`config.mk`:
```
export PLATFORM = sky130hd
export DESIGN_NAME = byte_serial_add_seq
export DESIGN_NICKNAME = d
export VERILOG_FILES = /design/src/rtl/adder_pkg.sv /design/src/rtl/csa8_core.sv /design/src/rtl/byte_serial_add_seq.sv
export SDC_FILE = /design/constraint.sdc
export NUM_CORES = 1
export LEC_CHECK = 0
export BUFFER_PORTS_ARGS = -buffer_cell sky130_fd_sc_hd__clkbuf_2
export CORE_MARGIN = 1
export CORE_UTILIZATION = 54
export CTS_CLUSTER_DIAMETER = 150
export CTS_CLUSTER_SIZE = 28
export DETAILED_ROUTE_END_ITERATION = 12
export GPL_TIMING_DRIVEN = 0
export PLACE_DENSITY_LB_ADDON = 0.3
export SKIP_LAST_GASP = 1
export SLEW_MARGIN = 20
export SYNTH_ARGS = -nofsm -noshare
export SYNTH_HDL_FRONTEND = slang
export SYNTH_SLANG_ARGS = --single-unit
```
`constraint.sdc`:
```
create_clock -name clk -period 6.9 [get_ports clk]
set_input_delay 0.69 -clock clk [delete_from_list [all_inputs] [get_ports clk]]
set_output_delay 0.69 -clock clk [all_outputs]
set_load 0.02 [all_outputs]
```
`src/rtl/adder_pkg.sv`:
```
// rtl/adder_pkg.sv - shared types and constants for the byte-serial adder sequencer
package adder_pkg;

  localparam int BYTE_W = 8;

  typedef enum logic [1:0] {
    IDLE = 2'd0,
    ADD  = 2'd1,
    DONE = 2'd2
  } state_t;

  function automatic int idx_width(input int nbytes);
    return (nbytes <= 2) ? 1 : $clog2(nbytes);
  endfunction

endpackage

```
`src/rtl/csa8_core.sv`:
```
// rtl/csa8_core.sv - 8-bit carry-skip adder: two 4-bit ripple blocks with a skip mux each
module csa8_core
  import adder_pkg::*;
(
  input  logic [BYTE_W-1:0] a,
  input  logic [BYTE_W-1:0] b,
  input  logic              cin,
  output logic [BYTE_W-1:0] sum,
  output logic              cout,
  output logic              c6
);

  logic [BYTE_W-1:0] p;
  logic [BYTE_W-1:0] g;
  logic [4:0]        lo_c;
  logic [4:0]        hi_c;
  logic              c4;

  assign p = a ^ b;
  assign g = a & b;

  // A block whose bits all propagate passes its carry-in straight through.
  always_comb begin
    lo_c    = '0;
    hi_c    = '0;
    lo_c[0] = cin;
    for (int i = 0; i < 4; i++) lo_c[i+1] = g[i] | (p[i] & lo_c[i]);
    c4      = (&p[3:0]) ? cin : lo_c[4];
    hi_c[0] = c4;
    for (int i = 0; i < 4; i++) hi_c[i+1] = g[i+4] | (p[i+4] & hi_c[i]);
    cout    = (&p[7:4]) ? c4 : hi_c[4];
    c6      = hi_c[3];
    sum     = p ^ {hi_c[3:0], lo_c[3:0]};
  end

endmodule

```
`src/rtl/byte_serial_add_seq.sv`:
```
// rtl/byte_serial_add_seq.sv - wide add (and subtract with BYTE_SERIAL_ADD_SUB_EN) one byte per clock, LSB first
module byte_serial_add_seq
  import adder_pkg::*;
#(
  parameter int NBYTES = 4
) (
  input  logic                     clk,
  input  logic                     rst,
  input  logic                     start,
  input  logic [BYTE_W*NBYTES-1:0] op_a,
  input  logic [BYTE_W*NBYTES-1:0] op_b,
  input  logic                     op_sub,
  output logic                     busy,
  output logic                     done,
  output logic [BYTE_W*NBYTES-1:0] result,
  output logic                     carry_out,
  output logic                     overflow
);

  localparam int W  = BYTE_W * NBYTES;
  localparam int IW = idx_width(NBYTES);
  localparam int SW = IW + 3;
  localparam logic [IW-1:0] LAST_IDX = IW'(NBYTES - 1);

  state_t            state;
  state_t            state_nxt;
  logic [IW-1:0]     idx;
  logic [SW-1:0]     bit_base;
  logic [W-1:0]      a_reg;
  logic [W-1:0]      b_reg;
  logic              carry;
  logic              accept;
  logic              last_byte;
  logic              init_carry;
  logic [BYTE_W-1:0] a_byte;
  logic [BYTE_W-1:0] b_byte;
  logic [BYTE_W-1:0] sum_byte;
  logic              core_cout;
  logic              core_c6;

  assign accept    = (state == IDLE) && start;
  assign last_byte = (idx == LAST_IDX);
  assign bit_base  = {idx, 3'b000};
  assign a_byte    = a_reg[bit_base +: BYTE_W];
  assign busy      = (state != IDLE);
  assign done      = (state == DONE);

`ifdef BYTE_SERIAL_ADD_SUB_EN
  logic sub_reg;

  always_ff @(posedge clk) begin
    if (rst)         sub_reg <= 1'b0;
    else if (accept) sub_reg <= op_sub;
  end

  // Subtract is A + ~B + 1: invert B bytes and seed the carry with 1.
  assign b_byte     = sub_reg ? ~b_reg[bit_base +: BYTE_W] : b_reg[bit_base +: BYTE_W];
  assign init_carry = op_sub;
`else
  logic unused_op_sub;
  assign unused_op_sub = op_sub;
  assign b_byte        = b_reg[bit_base +: BYTE_W];
  assign init_carry    = 1'b0;
`endif

  csa8_core u_core (
    .a    (a_byte),
    .b    (b_byte),
    .cin  (carry),
    .sum  (sum_byte),
    .cout (core_cout),
    .c6   (core_c6)
  );

  always_ff @(posedge clk) begin
    if (rst) state <= IDLE;
    else     state <= state_nxt;
  end

  always_comb begin
    state_nxt = state;
    case (state)
      IDLE:    if (start) state_nxt = ADD;
      ADD:     if (last_byte) state_nxt = DONE;
      DONE:    state_nxt = IDLE;
      default: state_nxt = IDLE;
    endcase
  end

  always_ff @(posedge clk) begin
    if (rst) begin
      idx       <= '0;
      a_reg     <= '0;
      b_reg     <= '0;
      carry     <= 1'b0;
      result    <= '0;
      carry_out <= 1'b0;
      overflow  <= 1'b0;
    end else if (accept) begin
      idx       <= '0;
      a_reg     <= op_a;
      b_reg     <= op_b;
      carry     <= init_carry;
      result    <= '0;
      carry_out <= 1'b0;
      overflow  <= 1'b0;
    end else if (state == ADD) begin
      result[bit_base +: BYTE_W] <= sum_byte;
      carry <= core_cout;
      idx   <= last_byte ? '0 : idx + 1'b1;
      if (last_byte) begin
        overflow  <= core_c6 ^ core_cout;
        carry_out <= core_cout;
      end
    end
  end

endmodule

```
==> metrics.md <==
| Metric | Value |
|---|---|
| Core area | `7890 µm²` |
| Synth Area per Inst | `8.81 µm²` |
| Wire per inst | `15.1 µm` |
| Initial antenna violation count | `0` |
| Fin Setup TNS | `0 ps` |
| Synth Flop Type | `dfxtp_1` |
| Tcrit/Tclk final | `79.8%` |
| GRT overflow | `0` |
| 1st-iter DRT viols | `236` |
| PwrDens | `228 nW/µm²` |
| Syn Std Cell Area | `4470 µm²` |
| Sequential element share of the synthesized area | `46.1%` |
| PortBufs | `102` |
| Area after DPL | `5110 µm²` |
| Commonest cells after routing, fill and taps aside | `nand2_1, dfxtp_1, clkbuf_2, a21oi_1, nor2_1` |
| Mapped Cells | `508` |
| Crit path time final | `5510 ps` |
| HPWL after detailed placement | `8.09 mm` |
| Residual DRC | `0` |
| Peak supply drop | `122 µV` |
| Met2 track demand over resource | `45.8%` |
| Die width | `93.0 µm` |
| Reg clk slew, reported paths | `100 ps` |
| TritonRoute pass-1 iters | `5` |
| Yosys cell types | `34` |
| Post-DRT Antenna Nets | `0` |
| Post-cts sizing count | `0` |
| Fraction of registers with async set/reset | `0%` |
| GP Congestion | `0.833` |
| Transition time at the pin with the least slew margin | `510 ps` |
| Final Cell Area | `5330 µm²` |
| DIE AREA | `8650 µm²` |
| H-tree Lvls | `3` |
| # hold bufs at CTS | `0` |
| Vias in the first global route | `3,763` |
| CP Max Fanout | `10` |
| Max Cap Viol | `0` |
| Synth-to-Final Area Change | `19.2%` |
| Leading post-synthesis cells by cell area | `dfxtp_1, nand2_1, a21oi_1` |
| Layout Skew | `9.36 ps` |
| Layout fillers | `658` |
| GRT Overall Usage | `26.9%` |
| Net count after synthesis | `598` |
| TritonCTS clock tree | `yes` |
| Largest area contributor in the synthesized netlist | `dfxtp_1` |
| CP max-delay cell | `dfxtp_1` |
| GR peak layer | `met2` |
| Synthesized flop and latch total | `103` |
| Met3 Resource Use GR | `4.07%` |
| Leakage | `2.23 nW` |
| Final setup fails | `0` |
| # IOs | `104` |
| Met1 GRT Util | `34.8%` |
| Root Driver | `clkbuf_8` |
| Post-CTS Setup Repair Bufs | `0` |
| Initial Util | `56.7%` |
| Final slew viol count | `0` |
| Yosys warnings | `0` |
| Worst Hold Class | `flop to flop` |
| Most used cell, CP | `fa_1` |
| Total number of vias | `3,957` |
| Largest net degree at the start of global routing | `17` |
| # nets final | `711` |
| Top-area cell type share of the netlist area | `46.1%` |
| WL final | `11.0 mm` |
| CP max stage delay | `530 ps` |
| Vias/cell | `5.44` |
| Final hold vios | `0` |
| Post-synth EDFFs | `0` |
| Die Y | `93.0 µm` |
| CP arrival | `5780 ps` |
| Status | `finished, final reports clean` |
| Worst slew margin | `66.0%` |
| Antenna diodes | `0` |
| First-pass GRT wire length | `17.8 mm` |
| Number of CTS-inserted buffers | `9` |
| CTS sink cnt | `103` |
| Element type at the critical path start | `flop` |
| WS Path Type | `flop to flop` |
| Site Rows | `32` |
| CTS max path bufs | `2` |
| Layout cell share with drive strength beyond 1 | `26.5%` |
| RSZ-0062 raised after global routing | `no` |
| CP endpoint kind | `flop` |
| Commonest non-fill, non-tap cell in the layout | `nand2_1` |
| Cells along the critical path | `buf_2, buf_2, mux4_2, fa_1, inv_1, fa_1, fa_1, fa_1, and2_1, or2_2, fa_1, fa_1, fa_1, inv_1, fa_1, a22oi_1, nor2_1` |
| Fmax | `182 MHz` |
| Worst-Skew Late Latency | `370 ps` |
| Critical Path RT | `7170 ps` |
==> critical path, delay by kind of cell (launching register included) <==
family          cells  cell delay (ps)
mux                 1              310
fa+ha+maj           8             3000
simple gates        3              490
flops               1              530
compound gates      1              200
buf+inv             4              890
==> cell families (layout without fill, tap and decap cells) <==
logic type / Yosys count / after routing / share of synthesized area, %
xor+xnor: 1 / 1 / 0.196
compound gates: 105 / 105 / 13.5
fa+ha+maj: 22 / 22 / 7.50
mux: 17 / 17 / 8.28
simple gates: 212 / 212 / 19.6
buf+inv: 48 / 166 / 4.87
flops: 103 / 103 / 46.1
==> Yosys cell counts, drive strengths merged (2+ instances only) <==
| cell | instances |
|---|---|
| nand2 | 139 |
| dfxtp | 103 |
| a21oi | 80 |
| nor2 | 52 |
| buf | 22 |
| inv | 17 |
| mux4 | 16 |
| ha | 14 |
| a2bb2oi | 12 |
| clkbuf | 9 |
| a22oi | 8 |
| fa | 8 |
| nand2b | 3 |
| nand4 | 3 |
| nor3 | 3 |
| or2 | 3 |
| and2b | 2 |
==> power breakdown <==
part	internal [mW]	switching, mW
combinational	0.0684	0.0955
clock	0.214	0.207
sequential	0.618	0.0137
total	0.901	0.316
==> area by class of cell <==
cell class / instances / area, µm² / share of cell area [%]
multi-input cells: 357 / 2190 / 41.1
flip-flops and latches: 103 / 2060 / 38.7
repair buffers: 102 / 510 / 9.57
plain buffers: 31 / 154 / 2.89
clock buffers: 11 / 141 / 2.65
well taps: 102 / 128 / 2.39
clock inverters: 5 / 81.3 / 1.52
inverters: 17 / 63.8 / 1.20
==> metrics by stage <==
step / power (mW) / util, % / worst slack (ps) / instances / hold slack, ps
2_1_floorplan: 0.748 / - / 2020 / 508 / 433
3_3_place_gp: 0.801 / 64.8 / 1510 / 712 / 439
3_5_place_dp: 0.807 / 64.8 / 1430 / 712 / 443
4_1_cts: 1.22 / 67.6 / 1410 / 728 / 457
5_1_grt: 1.26 / 67.6 / 1170 / 728 / 477
6_report: 1.22 / 67.6 / 1390 / 728 / 458
==> worst paths after layout <==
kind	from	endpoint	slack [ps]	cells after the start
worst min register to register	b_reg[5]	b_reg[5]	460	2
worst max-delay path	idx[0]	result[15]	1390	17
worst min-delay path	b_reg[5]	b_reg[5]	460	2
worst max register to register	idx[0]	result[15]	1390	17
==> routing by layer <==
metal | vias up | share of wire [%]
met5 | - | 0
met4 | 0 | 1.6
met3 | 19 | 5.7
met2 | 141 | 49
met1 | 1884 | 44
li1 | 1913 | -
No activity file was read; power rests on OpenSTA's default activity.
